===== src/rtl/fifo_wr_arbiter.sv =====
`timescale 1ns/1ps
// Purpose : round-robin sharing of one async_fifo write port among NUM_REQ producers.
// Latency : one arbitration cycle from IDLE to first write; back-to-back owner switches add none.
// Backpr. : full stalls the current owner in place (no write, no ack, burst count held).
//
// Ports:
//   wr_clk   - write-domain clock, all state on its rising edge
//   rst      - synchronous active-high reset; forces all outputs to 0 in that cycle
//   req      - per-producer "word available"; held until ack, dropping it ends a grant
//   req_data - producer i word at [i*DATA_WIDTH +: DATA_WIDTH]
//   ack      - one-hot, producer's word is written at this edge
//   full     - async_fifo full flag
//   wr_en    - async_fifo write enable
//   wr_data  - async_fifo write data (owner's word while granted, else 0)
//   grant_id - current owner index (0 when not busy)
//   busy     - high while a producer holds the grant
module fifo_wr_arbiter #(
  parameter int DATA_WIDTH = 8,
  parameter int NUM_REQ    = 4,
  parameter int MAX_BURST  = 4
) (
  input  logic                          wr_clk,
  input  logic                          rst,
  input  logic [NUM_REQ-1:0]            req,
  input  logic [NUM_REQ*DATA_WIDTH-1:0] req_data,
  output logic [NUM_REQ-1:0]            ack,
  input  logic                          full,
  output logic                          wr_en,
  output logic [DATA_WIDTH-1:0]         wr_data,
  output logic [$clog2(NUM_REQ)-1:0]    grant_id,
  output logic                          busy
);

  localparam int IDW = $clog2(NUM_REQ);
  localparam int BCW = $clog2(MAX_BURST + 1);
  localparam logic [IDW-1:0] LAST_IDX   = IDW'(NUM_REQ - 1);
  localparam logic [BCW-1:0] BURST_LAST = BCW'(MAX_BURST - 1);
  localparam logic [BCW-1:0] BURST_MAX  = BCW'(MAX_BURST);

  typedef enum logic {
    IDLE  = 1'b0,
    GRANT = 1'b1
  } state_t;

  state_t         state, state_nxt;
  logic [IDW-1:0] owner, owner_nxt;
  logic [IDW-1:0] last_owner, last_owner_nxt;
  logic [BCW-1:0] burst_cnt, burst_cnt_nxt;
  logic [NUM_REQ-1:0] others;
  logic           end_grant;

  // Per-producer view of the flattened data bus.
  logic [DATA_WIDTH-1:0] words [NUM_REQ];
  for (genvar g = 0; g < NUM_REQ; g++) begin : g_unpack
    assign words[g] = req_data[g*DATA_WIDTH +: DATA_WIDTH];
  end

  // First set bit of mask scanning after+1, after+2, ... with wrap-around.
  // The wrap is done explicitly so NUM_REQ need not be a power of two.
  function automatic logic [IDW-1:0] rr_pick(input logic [NUM_REQ-1:0] mask,
                                             input logic [IDW-1:0]     after);
    logic [IDW-1:0] idx;
    logic [IDW-1:0] pick;
    logic           found;
    idx   = after;
    pick  = after;
    found = 1'b0;
    for (int k = 0; k < NUM_REQ; k++) begin
      idx = (idx == LAST_IDX) ? '0 : idx + 1'b1;
      if (!found && mask[idx]) begin
        pick  = idx;
        found = 1'b1;
      end
    end
    return pick;
  endfunction

  always_ff @(posedge wr_clk) begin
    if (rst) begin
      state      <= IDLE;
      owner      <= '0;
      last_owner <= LAST_IDX;  // gives req[0] first priority after reset
      burst_cnt  <= '0;
    end else begin
      state      <= state_nxt;
      owner      <= owner_nxt;
      last_owner <= last_owner_nxt;
      burst_cnt  <= burst_cnt_nxt;
    end
  end

  always_comb begin
    state_nxt      = state;
    owner_nxt      = owner;
    last_owner_nxt = last_owner;
    burst_cnt_nxt  = burst_cnt;
    wr_en          = 1'b0;
    ack            = '0;
    wr_data        = '0;
    grant_id       = '0;
    busy           = 1'b0;
    end_grant      = 1'b0;
    // Competitors for a back-to-back switch: the outgoing owner is excluded
    // so a still-requesting owner only wins again via IDLE.
    others         = req;
    others[owner]  = 1'b0;

    unique case (state)
      IDLE: begin
        if (|req) begin
          owner_nxt     = rr_pick(req, last_owner);
          burst_cnt_nxt = '0;
          state_nxt     = GRANT;
        end
      end

      GRANT: begin
        busy       = 1'b1;
        grant_id   = owner;
        wr_data    = words[owner];
        wr_en      = req[owner] & ~full;
        ack[owner] = wr_en;

        end_grant = (wr_en && (burst_cnt == BURST_LAST)) || !req[owner];

        if (end_grant) begin
          last_owner_nxt = owner;
          burst_cnt_nxt  = '0;
          if (|others) begin
            owner_nxt = rr_pick(others, owner);
          end else begin
            state_nxt = IDLE;
          end
        end else if (wr_en) begin
          burst_cnt_nxt = burst_cnt + 1'b1;
        end
        // else: full stall, owner and burst_cnt held
      end

      default: begin
        state_nxt = IDLE;
      end
    endcase

    // Reset cycle: nothing leaves the block even if a grant was active.
    if (rst) begin
      wr_en    = 1'b0;
      ack      = '0;
      wr_data  = '0;
      grant_id = '0;
      busy     = 1'b0;
    end
  end

  a_no_write_when_full : assert property (@(posedge wr_clk) !(wr_en && full));
  a_ack_onehot         : assert property (@(posedge wr_clk) $onehot0(ack));
  a_ack_matches_wr_en  : assert property (@(posedge wr_clk) (|ack) == wr_en);
  a_burst_bounded      : assert property (@(posedge wr_clk) disable iff (rst) burst_cnt <= BURST_MAX);

endmodule


===== config.mk =====
export PLATFORM = sky130hd
export DESIGN_NAME = fifo_wr_arbiter
export DESIGN_NICKNAME = d
export VERILOG_FILES = /design/src/rtl/fifo_wr_arbiter.sv
export SDC_FILE = /design/constraint.sdc
export NUM_CORES = 1
export LEC_CHECK = 0
export ABC_AREA = 1
export CAP_MARGIN = 20
export CORE_MARGIN = 1.5
export CORE_UTILIZATION = 45
export CTS_BUF_LIST = sky130_fd_sc_hd__clkbuf_8
export CTS_CLUSTER_SIZE = 8
export DETAILED_ROUTE_END_ITERATION = 7
export PLACE_DENSITY = 0.93
export SLEW_MARGIN = 10
export SYNTH_ARGS = -nofsm -noshare
export SYNTH_HDL_FRONTEND = slang
export SYNTH_SLANG_ARGS = --single-unit

===== constraint.sdc =====
create_clock -name wr_clk -period 2.8 [get_ports wr_clk]
set_input_delay 0.42 -clock wr_clk [delete_from_list [all_inputs] [get_ports wr_clk]]
set_output_delay 0.42 -clock wr_clk [all_outputs]
set_load 0.01 [all_outputs]

* Word level (Yosys, flattened, before mapping)
Index checks and enable logic that the tools add are counted.
Word-level totals: bits in registers 8, latch bits 0, RAM bits 0, bits in read-only memories 0, input port bits 39, output and inout bits 16, logic and storage cells 148, memories 0
Cells by class: add/subtract/negate cells 9, multiply operators 0, divide/modulo/power cells 0, order comparisons 11, eq/ne operators 14, shift-type cells 0, multiplexer cells 82, bitwise gates (word level) 7, reductions and logical operators 21
Operators with widths (count):
- $mux 2 | 21
- $mux 1 | 38
- $mux 8 | 4
- $lt 2x3->1 const B | 9
- $bmux 1 s2 | 9
- $add 2x1->2 const B | 8
- $bmux 8 s2 | 1
- $eq 2x2->1 const B | 8
- $mux 3 | 3
- $and 4x4->4 | 2
- $logic_and 1x1->1 | 8
- $mux 4 | 2
- $reduce_or 4->1 | 2
- $logic_not 1->1 | 7
- $pmux 3 s2 | 1
- $ne 5x1->1 const B | 1
- $ne 2x1->1 const B | 2
- $not 4->4 | 1
- $pmux 2 s2 | 1
- $reduce_and 2->1 | 2
- $reduce_and 4->1 | 1
- $add 3x1->3 const B | 1
- $eq 3x2->1 const B | 1
- $ge 3x3->1 const B | 1
- 9 further kinds | 10

* Depth between registers and ports, before layout
Gate-level depths: netlist of the first run.
depth after elaboration 30, depth in mapped cells 19

* Worst setup path before layout of the first run
OpenSTA, ideal clock, no wires.
path kind register to register, from register owner[1], to register owner[0], arrival 2235 ps, data required time 2691 ps, slack 456 ps, cell stages (with the launch flop) 19, path buffers 2, clock period less this slack 2344 ps, cells stage by stage dfxtp_1 buf_1 inv_1 clkbuf_1 ha_1 inv_1 nand2_1 nand2_1 nand2_2 nand2_2 nand2_2 nor2_4 nand2_2 nand2_1 nand2_1 nand3_1 nand3_1 nand2_1 inv_1
On the way: cells in the longest elaborated chain, start to end 30, elaborated cells between the ends (all ways) 63, those cells by class add/sub: 4; order compare: 2; eq/ne: 7; mux: 35; bitwise: 3; reduce/logical: 12
Ends and longest elaborated chain:
- start, declared | RTL line 46 | logic [IDW-1:0] owner, owner_nxt;
- start signal, assigned | RTL line 86 | owner <= owner_nxt;
- $lt 2x3->1 (implied by the code) / $ge 2x1->1 (equally long branches) | RTL line 106 | others[owner] = 1'b0;
- $logic_and 1x1->1 (implied by the code) | RTL line 106
- $mux 1 (implied by the code) | RTL line 106
- $demux 1 s2 | RTL line 106
- $not 4->4 (no line)
- $and 4x4->4 (no line)
- $bmux 1 s2 | RTL line 70 | if (!found && mask[idx]) begin
- $mux 1 (implied by the code) | RTL line 70
- [14 not listed]
- $mux 1 | RTL line 126 | if (end_grant) begin
- $mux 1 | RTL line 108 | unique case (state)
- $logic_not 1->1 | RTL line 70
- $logic_and 1x1->1 | RTL line 70
- $mux 2 | RTL line 70
- $mux 2 | RTL line 129 | if (|others) begin
- $mux 2 | RTL line 126
- $pmux 2 s2 | RTL line 108
Parallel ways exist; a longest one is shown, timed or not. The select of a mux whose other input is x is not followed. A chain may end at the register's enable or synchronous reset.

* Final worst setup path of the first run
from input port req[2], to output port wr_en
On the way: cells in the longest elaborated chain, start to end 5
Ends and longest elaborated chain:
- start, declared | RTL line 24 | input logic [NUM_REQ-1:0] req,
- $bmux 1 s2 | RTL line 121 | wr_en = req[owner] & ~full;
- $mux 1 (implied by the code) | RTL line 121
- $and 1x1->1 | RTL line 121
- $mux 1 | RTL line 108
- $mux 1 | RTL line 146 | if (rst) begin
- end, declared | RTL line 28 | output logic wr_en,
Every way passes these cells. The select of a mux whose other input is x is not followed.

==> summary.txt, run 1 <==
Routing
  • DRT Pass-1 Iters: 4
  • Post-DRT Antenna Nets: 0
  • Detailed Route Iter0 Violations: 64
  • Wire per inst: between 10 and 15 um
  • Via count: 1905
  • Post-Route WL: between 4 and 5 mm
  • Vias per Instance: approximately 5.4
  • DRC: 0

Place
  • DP HPWL: between 3 and 4 mm
  • Pre-CTS setup slack: roughly 0.08 ns
  • PortBufs: 54
  • Placed cell areas: between 2000 and 2500 um2
  • Inst Count DP: between 300 and 400
  • Placer Congestion: 0.913

Yosys
  • Part of the Yosys area used for sequential elements: between 10% and 20%
  • Number of flops mapped to enable cells by yosys: 0
  • Post-synthesis cell type count: 31
  • Yosys top cell area share: about a fifth
  • Mapped cell area: between 1000 and 1500 um2
  • Ranking of synthesized cells by area: nand2_1 (20%), nor2_1 (14%), dfxtp_1 (12%)
  • Top-count cell post-synth: nand2_1
  • Avg Cell Area, Syn: 5.23 um2
  • YS warnings: 0
  • Post-synth top flop: dfxtp_1
  • Synthesized instance count: between 200 and 300
  • Flops & latches, synth: 8
  • Most frequent cells after synthesis: nand2_1 (75), nor2_1 (50), inv_1 (24)
  • Post-synth ARST share: 0%
  • Post-Synthesis Net Count: 310
  • Largest area contributor in the netlist: nand2_1

Critical path
  • CP arrival: ~2.2 ns
  • CP Launch Type: input pin
  • CP endpoint kind: output port
  • Max Fanout on Critical Path: 3
  • Crit path kind: in2out
  • CP Data Required Time: ~2.4 ns

Clock network
  • Clock buffer count from CTS: 3
  • Clock tree sinks: 8
  • Maximum buffer depth of the clock tree: 2
  • Worst-Skew Late Latency: 0.23 ns
  • PostCTS Resize Cnt: 0
  • Worst-path clk slew: ~0.04 ns
  • CTS root buf: clkbuf_8
  • Setup Buffers After CTS: 0
  • CTS hold repair buffers: 0
  • H-tree depth reported by CTS: 1
  • CTS tree: done

Run
  • Max-Cap Viols: 0

Die
  • Initial core utilization: 48.8%
  • IO Pins: 55
  • FP Rows: 19
  • Die footprint: ~3400 um2
  • Chip Height: between 50 and 60 um
  • Core ar.: ~2800 um2
  • Die W: between 50 and 60 um

Layout
  • Post-route cell area: between 2000 and 2500 um2
  • Fin nets: ~370
  • Final std cells w/o fill: approximately 360
  • ANT cells: 0
  • Final core occ: around 73%
  • FILL cells: between 200 and 250
  • Area delta synth->final: 49.4%
  • Multi-input logic area: 1080 um2
  • Flip-flop and latch area: roughly 160 um2
  • Layout cells sized above 1: around an eighth

STA
  • Setup TNS Final: 0 ns
  • RSZ-0062 raised after global routing: no
  • Worst setup margin: ~0.23 ns
  • Final hold vios: 0
  • Skew final: 0.00352 ns
  • Slew of the pin with the lowest slew margin: approximately 0.39 ns
  • Tcrit/Tclk final: around 92%
  • Setup-failing EPs final: 0
  • F_max: 0.388 GHz
  • Slew margin rel.: approximately 74%
  • Period minus WS final: about 2.6 ns
  • Pins Over Slew Limit: 0

Global route
  • GR Util All Layers: around a quarter
  • Overflow after GRT: 0
  • Number of global-route vias before repair: 1730
  • Initial antenna violation count: 0
  • Pin count of the biggest net entering global routing: 14
  • First-pass GRT wire length: 7.05 mm

Status
  • Status: finished clean

Power
  • Cell Pwr Density: 774 nW/um2
  • Peak supply drop: about 0.00044 V
  • LEAKAGE: roughly 1.1 nW

Min path
  • Type of the most critical hold path: reg2reg
[cells in the final DEF, fill, tap and decap left out, types with 2 or more instances in the layout]
| cell type | Yosys | routed |
|---|---|---|
| buf_4 | 1 | 11 |
| o21ai_2 | 1 | 2 |
| inv_2 | 5 | 5 |
| o211ai_1 | 2 | 2 |
| ha_1 | 7 | 7 |
| nor2_4 | 3 | 3 |
| dfxtp_1 | 8 | 8 |
| clkdlybuf4s50_1 | 0 | 50 |
| nand2_1 | 75 | 75 |
| o21ai_0 | 21 | 21 |
| nand4_1 | 2 | 2 |
| o21ai_1 | 3 | 2 |
| nand3_1 | 20 | 20 |
| dlymetal6s2s_1 | 0 | 4 |
| inv_1 | 24 | 24 |
| clkbuf_8 | 0 | 3 |
| a21oi_1 | 13 | 13 |
| nand2_2 | 10 | 10 |
| nor2_1 | 50 | 50 |
[critical path: stages]
cell	delay (ns)
clkdlybuf4s50_1	0.47
inv_1	0.07
o211ai_2	0.19
nand2_1	0.09
nor2_1	0.09
inv_1	0.06
nor2_1	0.12
buf_4	0.13
clkdlybuf4s50_1	0.52
[sequential cells by signal (all words and copies together) (netlist names)]
register    flops
state           1
burst_cnt       3
last_owner      2
owner           2
[routing by layer]
layer	global-route usage [%]	routed length [um]	vias to the layer above
li1	-	-	967
met1	31.7	1730	843
met2	45.1	2040	89
met3	5.27	350	6
met4	6.98	42	0
met5	0	0	-
[final timing paths]
path / cells past startpoint / start / to / slack (ns)
max: 9 / req[2] / wr_en / 0.23
min: 2 / burst_cnt[1] / burst_cnt[1] / 0.47
max reg2reg: 15 / owner[0] / owner[0] / 0.35
min reg2reg: 2 / burst_cnt[1] / burst_cnt[1] / 0.47
[through the flow]
step	hold slack (ns)	power, mW
floorplan	0.435	1.10
global placement	0.448	1.39
detailed placement	0.456	1.43
CTS	0.470	1.58
global route	0.506	1.77
finish	0.467	1.60
[layout make-up]
cell class                      count  area share (%)
Clock buffer                        3            2.00
Sequential cell                     8            7.76
Inverter                           29            5.28
Tap cell                           31            1.88
Timing Repair Buffer               65            30.7
Multi-Input combinational cell    219            52.4
[where the power goes]
part           switching [mW]  internal [mW]  total (mW)
Sequential             0.0465          0.143       0.189
Combinational           0.783          0.483        1.27
Clock                  0.0475         0.0933       0.141
[kinds of logic after synthesis]
| kind of cell | synth area share [%] |
|---|---|
| DFF | 11.6 |
| buffers and inverters | 10.4 |
| AOI/OAI and AO/OA | 18.4 |
| adders and majority gates | 6.34 |
| and+or+nand+nor | 53.3 |
Power figures use the tool's default switching activity.
==> run 2: changes to the inputs <==
Settings changed: CORE_ASPECT_RATIO set to 1.5.
==> run 2 against run 1 <==
First-iteration DRC count rose by 14%; die area grew 0.19%; cell count increased by 2.0%; wire length shrank 1.9%; cell area fell by 0.24%; worst setup slack lost 0.092 ns; non-clock buffer count down 1; sequential cell count is the same; maximum frequency down 3.5%; clock skew down 0.0013 ns; critical path type unchanged.
==> summary.txt, run 2 (synthesis results as in run 1) <==
Status
  • Status: finished clean

Power
  • Total power: 1.58 mW (-1.1%)
  • Cell Pwr Density: 767 nW/um2 (-0.81%)
  • LEAKAGE: 0.995 nW (-7.4%)
  • Peak supply drop: 0.000588 V (+33%)

Global route
  • GR Util All Layers: 27.2% (+1.5 points)
  • Initial antenna violation count: 0 (unchanged)
  • Number of global-route vias before repair: 1771 (+2.4%)
  • Overflow after GRT: 0 (unchanged)
  • Pin count of the biggest net entering global routing: 25 (+11)
  • First-pass GRT wire length: 7.02 mm (-0.48%)

Routing
  • DRC: 0 (unchanged)
  • Post-Route WL: 4.09 mm (-1.9%)
  • Vias per Instance: 5.07 (-5.6%)
  • Wire per inst: 11.3 um (-3.7%)
  • Via count: 1834 (-3.7%)
  • Post-DRT Antenna Nets: 0 (unchanged)
  • Detailed Route Iter0 Violations: 73 (+14%)
  • DRT Pass-1 Iters: 7 (+3)

Critical path
  • Most frequent CP cell: inv_1
  • Crit path largest cell delay: 0.55 ns (+0.03 ns)
  • Delay-heaviest family, CP: buffers and inverters
  • Crit path kind: in2out
  • CP cell instances: clkdlybuf4s50_1, inv_1, o21ai_2, nand2_1, nor2_1, inv_1, nor2_2, inv_1, nor2_1, clkdlybuf4s50_1
  • CP Launch Type: input pin
  • CP bufs+invs: 5 (unchanged)
  • CP Data Required Time: 2.38 ns (about the same)
  • Max Fanout on Critical Path: 4 (+1)
  • CP endpoint kind: output port
  • Slowest-stage cell, CP: clkdlybuf4s50_1
  • CP arrival: 2.25 ns (+0.10 ns)

STA
  • Skew final: 0.00225 ns (-0.00127 ns)
  • RSZ-0062 raised after global routing: no
  • Setup TNS Final: 0 ns (unchanged)
  • Slew margin rel.: 75.3% (+1.3 points)
  • Slew of the pin with the lowest slew margin: 0.370 ns (-0.0194 ns)
  • F_max: 0.375 GHz (-3.5%)
  • Setup-failing EPs final: 0 (unchanged)
  • Tcrit/Tclk final: 95.2% (+3.3 points)
  • Final hold vios: 0 (unchanged)
  • Pins Over Slew Limit: 0 (unchanged)
  • Period minus WS final: 2.67 ns (+0.0921 ns)

Layout
  • Fin nets: 371 (-0.27%)
  • Commonest non-fill, non-tap cells in the layout: nand2_1 (75), clkdlybuf4s50_1 (54), nor2_1 (49), inv_1 (24), o21ai_0 (21)
  • Layout cells sized above 1: 12.4% (+0.038 points)
  • ANT cells: 0 (unchanged)
  • Regs by FF count: burst_cnt (3), last_owner (2), owner (2)
  • Area delta synth->final: 49.0%
  • Most common cell after layout, fill and taps aside: nand2_1
  • Max reg flops: 3 (unchanged)
  • Top reg by flops: burst_cnt

Place
  • Placer Congestion: 0.860 (-5.8%)
  • DP HPWL: 3.32 mm (-1.7%)
  • PortBufs: 54 (unchanged)

Run
  • Max-Cap Viols: 0 (unchanged)

Clock network
  • Setup Buffers After CTS: 0 (unchanged)
  • Maximum buffer depth of the clock tree: 2 (unchanged)
  • H-tree depth reported by CTS: 1 (unchanged)
  • CTS tree: done
  • Clock tree sinks: 8 (unchanged)
  • Worst-path clk slew: 0.04 ns (about the same)
  • Clock buffer count from CTS: 3 (unchanged)
  • Worst-Skew Late Latency: 0.23 ns (about the same)
  • CTS root buf: clkbuf_8

Die
  • Die W: 48.2 um (-17%)
  • Core ar.: 2910 um2 (+3.0%)
  • Die footprint: 3420 um2 (+0.19%)
  • Initial core utilization: 47.4% (-1.4 points)
  • FP Rows: 24 (+5)
  • IO Pins: 55 (unchanged)
  • Chip Height: 70.9 um (+21%)

Min path
  • Type of the most critical hold path: reg2reg
## run 2: path summary, 6_finish.rpt
check	from	to	slack, ns	cells past startpoint
max reg2reg	owner[0]	owner[0]	0.36	17
min	burst_cnt[1]	burst_cnt[1]	0.47	2
min reg2reg	burst_cnt[1]	burst_cnt[1]	0.47	2
max	req[0]	ack[3]	0.13	10
## run 2: where the power goes
group          internal (mW)  total, mW  leakage [nW]  switching [mW]
clock                 0.0931      0.139        0.0216          0.0455
sequential             0.143      0.184        0.0661          0.0413
combinational          0.481       1.26         0.907           0.776
total                  0.717       1.58         0.995           0.862
## run 2: per-stage QoR
| step | hold WS [ns] | utilization, % | setup WS (ns) | instances | instance area, um2 |
|---|---|---|---|---|---|
| floorplan | 0.435 | - | 0.456 | 264 | 1380 |
| global placement | 0.452 | 69.0 | 0.131 | 359 | 2010 |
| detailed placement | 0.464 | 69.0 | 0.0705 | 359 | 2010 |
| CTS | 0.470 | 70.4 | 0.0423 | 362 | 2050 |
| global route | 0.497 | 70.7 | 0.0120 | 362 | 2060 |
| finish | 0.466 | 70.7 | 0.133 | 362 | 2060 |
## run 2: metal layers
metal | GRT usage, % | wire length (um)
met4 | 11.7 | 121
met5 | 0 | 0
met2 | 46.8 | 2080
met3 | 4.85 | 261
met1 | 30.3 | 1630
## run 2: worst min-delay path: stages (launching register included)
cell	delay [ns]
dfxtp_1	0.30
nand2_1	0.06
a21oi_1	0.05
## run 2: area by class of cell
type | count | area [um2]
Sequential cell | 8 | 160
Inverter | 29 | 109
Fill cell | 250 | 855
Tap cell | 39 | 48.8
Timing Repair Buffer | 64 | 616
Multi-Input combinational cell | 219 | 1080
Clock buffer | 3 | 41.3
## run 2: timing repair
action	CTS	global route
gates resized for setup	0	2
setup endpoints to repair	0	4
hold buffers	0	0
